`src/rtl/servo_bank.sv`:
```
// Multi-channel servo PWM bank: one shared frame counter, saturating magnitude-to-width
// mapping, per-channel slew limiting, frame-aligned enable and global width hold.
module servo_bank #(
   parameter int NCH         = 16,
   parameter int MAG_W       = 64,
   parameter int FRAME_TICKS = 1_000_000,
   parameter int MIN_TICKS   = 50_000,
   parameter int RANGE_TICKS = 50_000,
   parameter int SHIFT       = 0,
   parameter int SLEW_TICKS  = 2_500
) (
   input  logic             clk,
   input  logic             reset_n,
   input  logic [MAG_W-1:0] magnitude [0:NCH-1],
   input  logic             mag_valid,
   input  logic [NCH-1:0]   chan_en,
   input  logic             hold,
   output logic [NCH-1:0]   pulse_out,
   output logic             frame_start
);

   localparam int CW = $clog2(FRAME_TICKS);
   localparam int XW = (MAG_W > CW) ? MAG_W : CW;
   localparam logic [CW-1:0] LAST    = CW'(FRAME_TICKS - 1);
   localparam logic [CW-1:0] MIN_C   = CW'(MIN_TICKS);
   localparam logic [CW-1:0] RANGE_C = CW'(RANGE_TICKS);
   localparam logic [XW-1:0] RANGE_X = XW'(RANGE_TICKS);
   localparam logic [CW-1:0] SLEW_C  = CW'(SLEW_TICKS);

   generate
      if (MIN_TICKS + RANGE_TICKS >= FRAME_TICKS) begin : g_bad_range
         $error("servo_bank: MIN_TICKS + RANGE_TICKS must be below FRAME_TICKS");
      end
      if (NCH < 1) begin : g_bad_nch
         $error("servo_bank: NCH must be at least 1");
      end
   endgenerate

   logic [CW-1:0]  cnt;
   logic [CW-1:0]  target     [NCH];
   logic [CW-1:0]  width      [NCH];
   logic [CW-1:0]  target_nxt [NCH];
   logic [CW-1:0]  width_nxt  [NCH];
   logic [XW-1:0]  mag_sh     [NCH];
   logic [NCH-1:0] en_q;
   logic           primed;
   logic           boundary;

   assign boundary = (cnt == LAST);

   // Saturation compare is done at the wider of MAG_W and the counter width so huge words clamp.
   always_comb begin
      for (int i = 0; i < NCH; i++) begin
         mag_sh[i]     = XW'(magnitude[i] >> SHIFT);
         target_nxt[i] = MIN_C + ((mag_sh[i] > RANGE_X) ? RANGE_C : mag_sh[i][CW-1:0]);
         width_nxt[i]  = target[i];
         if (SLEW_TICKS != 0) begin
            if (target[i] > width[i]) begin
               if (target[i] - width[i] > SLEW_C) width_nxt[i] = width[i] + SLEW_C;
            end else begin
               if (width[i] - target[i] > SLEW_C) width_nxt[i] = width[i] - SLEW_C;
            end
         end
      end
   end

   // primed keeps frame_start quiet in the first frame after reset, before en_q has been sampled.
   always_ff @(posedge clk) begin
      if (!reset_n) begin
         cnt         <= '0;
         en_q        <= '0;
         primed      <= 1'b0;
         pulse_out   <= '0;
         frame_start <= 1'b0;
         for (int i = 0; i < NCH; i++) begin
            target[i] <= MIN_C;
            width[i]  <= MIN_C;
         end
      end else begin
         cnt         <= boundary ? '0 : cnt + 1'b1;
         frame_start <= (cnt == '0) && primed;
         for (int i = 0; i < NCH; i++) begin
            pulse_out[i] <= en_q[i] && (cnt < width[i]);
            if (mag_valid) target[i] <= target_nxt[i];
            if (boundary && !hold) width[i] <= width_nxt[i];
         end
         if (boundary) begin
            en_q   <= chan_en;
            primed <= 1'b1;
         end
      end
   end

endmodule

```
`config.mk`:
```
export PLATFORM = sky130hd
export DESIGN_NAME = servo_bank
export DESIGN_NICKNAME = d
export VERILOG_FILES = /design/src/rtl/servo_bank.sv
export SDC_FILE = /design/constraint.sdc
export NUM_CORES = 2
export LEC_CHECK = 0
export CAP_MARGIN = 10
export CORE_ASPECT_RATIO = 0.6
export CORE_UTILIZATION = 58
export CTS_CLUSTER_SIZE = 28
export DETAILED_ROUTE_END_ITERATION = 16
export PLACE_DENSITY = 0.92
export SLEW_MARGIN = 20
export SYNTH_ARGS = -nofsm -noshare
export SYNTH_HDL_FRONTEND = slang
export SYNTH_SLANG_ARGS = --single-unit
export TNS_END_PERCENT = 100
```
`constraint.sdc`:
```
create_clock -name clk -period 14.37 [get_ports clk]
set_clock_uncertainty 0.15 [all_clocks]
set_input_delay 4.311 -clock clk [delete_from_list [all_inputs] [get_ports clk]]
set_output_delay 4.311 -clock clk [all_outputs]
set_load 0.02 [all_outputs]
```
# Word-level counts from Yosys, hierarchy flattened
# Memory sizes are Yosys's and may differ from the RTL's.
# Index checks and enable logic that the tools add are counted.
# W data, S select, Z words.
[op_classes] eq_ne=1 order_cmp=80 addsub=81 reduce_logical=21 mux=103 bitwise_logic=33
[op_table] cell="$mux W20" count=96
[op_table] cell="$gt A64 B16 Y1 const B" count=16
[op_table] cell="$gt A20 B12 Y1 const B" count=32
[op_table] cell="$sub A20 B20 Y20" count=32
[op_table] cell="$add A16 B20 Y20 const A" count=16
[op_table] cell="$add A20 B12 Y20 const B" count=16
[op_table] cell="$gt A20 B20 Y1" count=16
[op_table] cell="$lt A20 B20 Y1" count=16
[op_table] cell="$sub A20 B12 Y20 const B" count=16
[op_table] cell="$or A1 B1 Y1" count=32
[op_table] cell="$add A20 B1 Y20 const B" count=1
[op_table] cell="$eq A20 B20 Y1 const B" count=1
[op_table] cell="$logic_not A20 Y1" count=1
[op_table] cell="$logic_and A1 B1 Y1" count=18
[op_table] cell="$mux W1" count=7
[op_table] cell="$reduce_or A2 Y1" count=1
[op_table] cell="$logic_not A1 Y1" count=1
[op_table] cell="$not A1 Y1" count=1
[totals] ramBits=640 ff_bits=54 memories=2
[mem_list] memory="target" words=16 width=20 read_ports=16 rd_clocked_by_memory_dff=0 write_ports=16 line_no="40" rtl="logic [CW-1:0] target [NCH];"
[mem_list] memory="width" words=16 width=20 read_ports=16 rd_clocked_by_memory_dff=0 write_ports=16 line_no="41" rtl="logic [CW-1:0] width [NCH];"

# Logic depth before layout (Yosys ltp)
[logic_depth] depth_word=6 ltp_mapped=18 mapped_depth_nobuf=14

# Least setup slack after synthesis
# Ideal clock, no wire load.
[synth_timing] kind="input -> register" from="input port reset_n" to="memory target[0][0] in the netlist's numbering (enable)" path_buffers=3 cell_stages=4 path_slack_ps=1315 setup_ps=742 arrival_time_ps=12164 cell_sequence="clkbuf_1 clkbuf_1 buf_1 nand2b_1"
[synth_lines] item="from (decl)" line_no="13" rtl="input logic reset_n,"
[synth_lines] item="to (decl)" line_no="40"

==> metrics.yaml <==
job:
  drv_cap: 0
grt:
  grt_max_degree: 173
  antenna_found_initial: 19
  grt_util_all_layers_pct: 40.60
  grtUsageMet1_pct: 58.33
  use_met3_pct: 11.09
  first_global_vias: 83850
  grt.busiest_layer: "met1"
  met2_usage_pct: 58.25
  grt_pass1_wl_mm: 479.6
  grt_overflow_total: 0
synthesis:
  synth_edf_count: 640
  ys_top_cells_by_area: "edfxtp_1, ha_1, xnor2_1, a21oi_1, inv_1"
  yosysWarningCount: 0
  netlist_instances: 10530
  synthMostInstantiatedCell: "ha_1"
  netlist_area_um2: 85010
  ys_ff_latch: 694
  synth_commonest_cells: "ha_1, inv_1, a21oi_1"
  yosysTopAreaCell: "edfxtp_1"
  synth-seq-area-share_pct: 23.88
  yosysUniqueCellTypes: 111
  synth.top_cell.area_share_pct: 22.61
  synth-async-reset-ratio_pct: 0
  synth-main-ff-cell: "edfxtp_1"
  syn-mean-instance-area_um2: 8.074
clock_tree:
  clk_latency_ns: 0.71
  ctsResizeCount: 0
  cts_sinks: 694
  cts.path.max_buffers: 3
  htree_levels: 3
  clk_root_buffer_cell: "clkbuf_16"
  postCtsHoldBufs: 0
  cts_tree: "yes"
  path_clk_slew_ns: 0.06
  cts_setup_buffers: 0
  numCtsBuffers: 78
die:
  coreArea_um2: 145000
  dieHeight_um: 298.6
  std_cell_rows: 108
  dieWidth_um: 496.3
  pin_count: 1061
  initial_utilization_pct: 58.63
  dieArea_um2: 148200
sta:
  max_freq_ghz: 0.1279
  slew_headroom_pct: 22.24
  grt_setup_unrepaired: "no"
  final-hold-violation-count: 0
  min_period_over_period_pct: 54.43
  timing.hold.ws_ns: 0.3096
  setup_viol: 0
  setup_tns_ns: 0
  period_needed_ns: 7.821
  worst_pin_slew_ns: 1.164
  drv_slew: 0
drt:
  ant_nets: 0
  drtIter0Drc: 13730
  drc: 0
  post_drt_wl_per_cell_um: 23.66
  vias: 90140
  drt_pre_antenna_iters: 7
  wl_mm: 315.8
  viasPerCell: 6.753
critical_path:
  crit_path_start_kind: "input pin"
  crit_fanout: 10
  worstSetupEndpointType: "flip-flop"
  cp_data_required_time_ns: 14.62
  critPathKind: "input pin to flip-flop"
  critPathArrivalTime_ns: 8.07
final_layout:
  multi_input_area_um2: 60020
  seq_area_um2: 20320
  final_cells: 13350
  fin_util_pct: 68.93
  final_layout_size_suffix_gt1_share_pct: 3.445
  nets: 13380
  fillers: 11550
  areaGrowthSynthToFinish_pct: 17.57
  final_area_um2: 99950
placed_design:
  gp_congestion: 1.025
  dpl_cell_area_um2: 97110
  portBuffers: 1060
  dp.cells: 13190
  dp_hpwl_mm: 239.5
power:
  p_per_area_nw_per_um2: 84.46
  irDropWorstVdd_mv: 0.09575
  p_leak_nw: 42.56
status:
  status: "completed"
hold_path:
  hold_path.class: "flip-flop to flip-flop"
==> metal layers <==
metal  routed length [um]  vias to the layer above
met5                   92                        -
met4                11980                       14
met3                45600                      811
met2               129000                     6462
met1               129100                    42170
li1                     -                    40690
==> worst paths after layout <==
| kind | from | endpoint | slack (ns) | cells past startpoint |
|---|---|---|---|---|
| worst max register to register | cnt[1] | width[1][16] | 8.18 | 11 |
| worst max-delay path | magnitude[445] | target[1][34] | 6.55 | 12 |
| worst min-delay path | en_q[10] | pulse_out[10] | 0.31 | 2 |
| worst min register to register | en_q[10] | pulse_out[10] | 0.31 | 2 |
==> registers in the layout, indices dropped and copies added (netlist names) <==
name and flops:
cnt 20, frame_start 1, pulse_out 16, target 320, en_q 16, primed 1
width 320
==> metrics by stage <==
stage | power [mW] | setup slack (ns)
2_1_floorplan | 4.955 | 1.315
3_3_place_gp | 5.941 | 5.970
3_5_place_dp | 6.049 | 5.911
4_1_cts | 8.289 | 6.650
5_1_grt | 8.782 | 6.363
6_report | 8.441 | 6.549
==> worst max-delay path, stage by stage <==
cell	delay, ns
clkdlybuf4s50_1	0.40
nor4_1	0.56
nand4_1	0.20
nor3_2	0.76
o21ai_1	0.42
or2_2	0.42
ha_1	0.23
o21ai_0	0.26
nand2_1	0.15
nand2_1	0.12
xnor2_1	0.12
o21ai_0	0.10
==> kinds of logic after synthesis <==
family	synth area share, %
and+or+nand+nor	21.21
AOI/OAI and AO/OA	24.36
buffers and inverters	5.843
adders and majority gates	14.77
xor gates and xnor gates	7.181
DFF	23.88
muxes	2.758
other	0.004411
==> cell usage in the layout (no fill, tap or decap), drive strengths merged, types with 369 or more instances in the layout <==
cell type,n
o21ai,564
ha,978
xnor2,485
clkdlybuf4s50,1059
nand2,764
nor2,684
a21oi,783
inv,847
edfxtp,640
a21o,369
==> power by group <==
part           internal, mW  total, mW  switching [mW]
clock network          1.27       2.26           0.992
registers              2.36       2.57           0.204
logic                  1.47       3.61            2.14
==> final cells by class <==
| class | instances | share of cell area (%) |
|---|---|---|
| Tap cell | 1925 | 2.410 |
| Clock buffer | 97 | 2.127 |
| Sequential cell | 694 | 20.33 |
| Multi-Input combinational cell | 8588 | 60.05 |
| Clock inverter | 48 | 0.6397 |
| Antenna cell | 16 | 0.04006 |
| Timing Repair Buffer | 1135 | 11.23 |
| Inverter | 845 | 3.178 |
No activity file was read; power rests on OpenSTA's default activity.
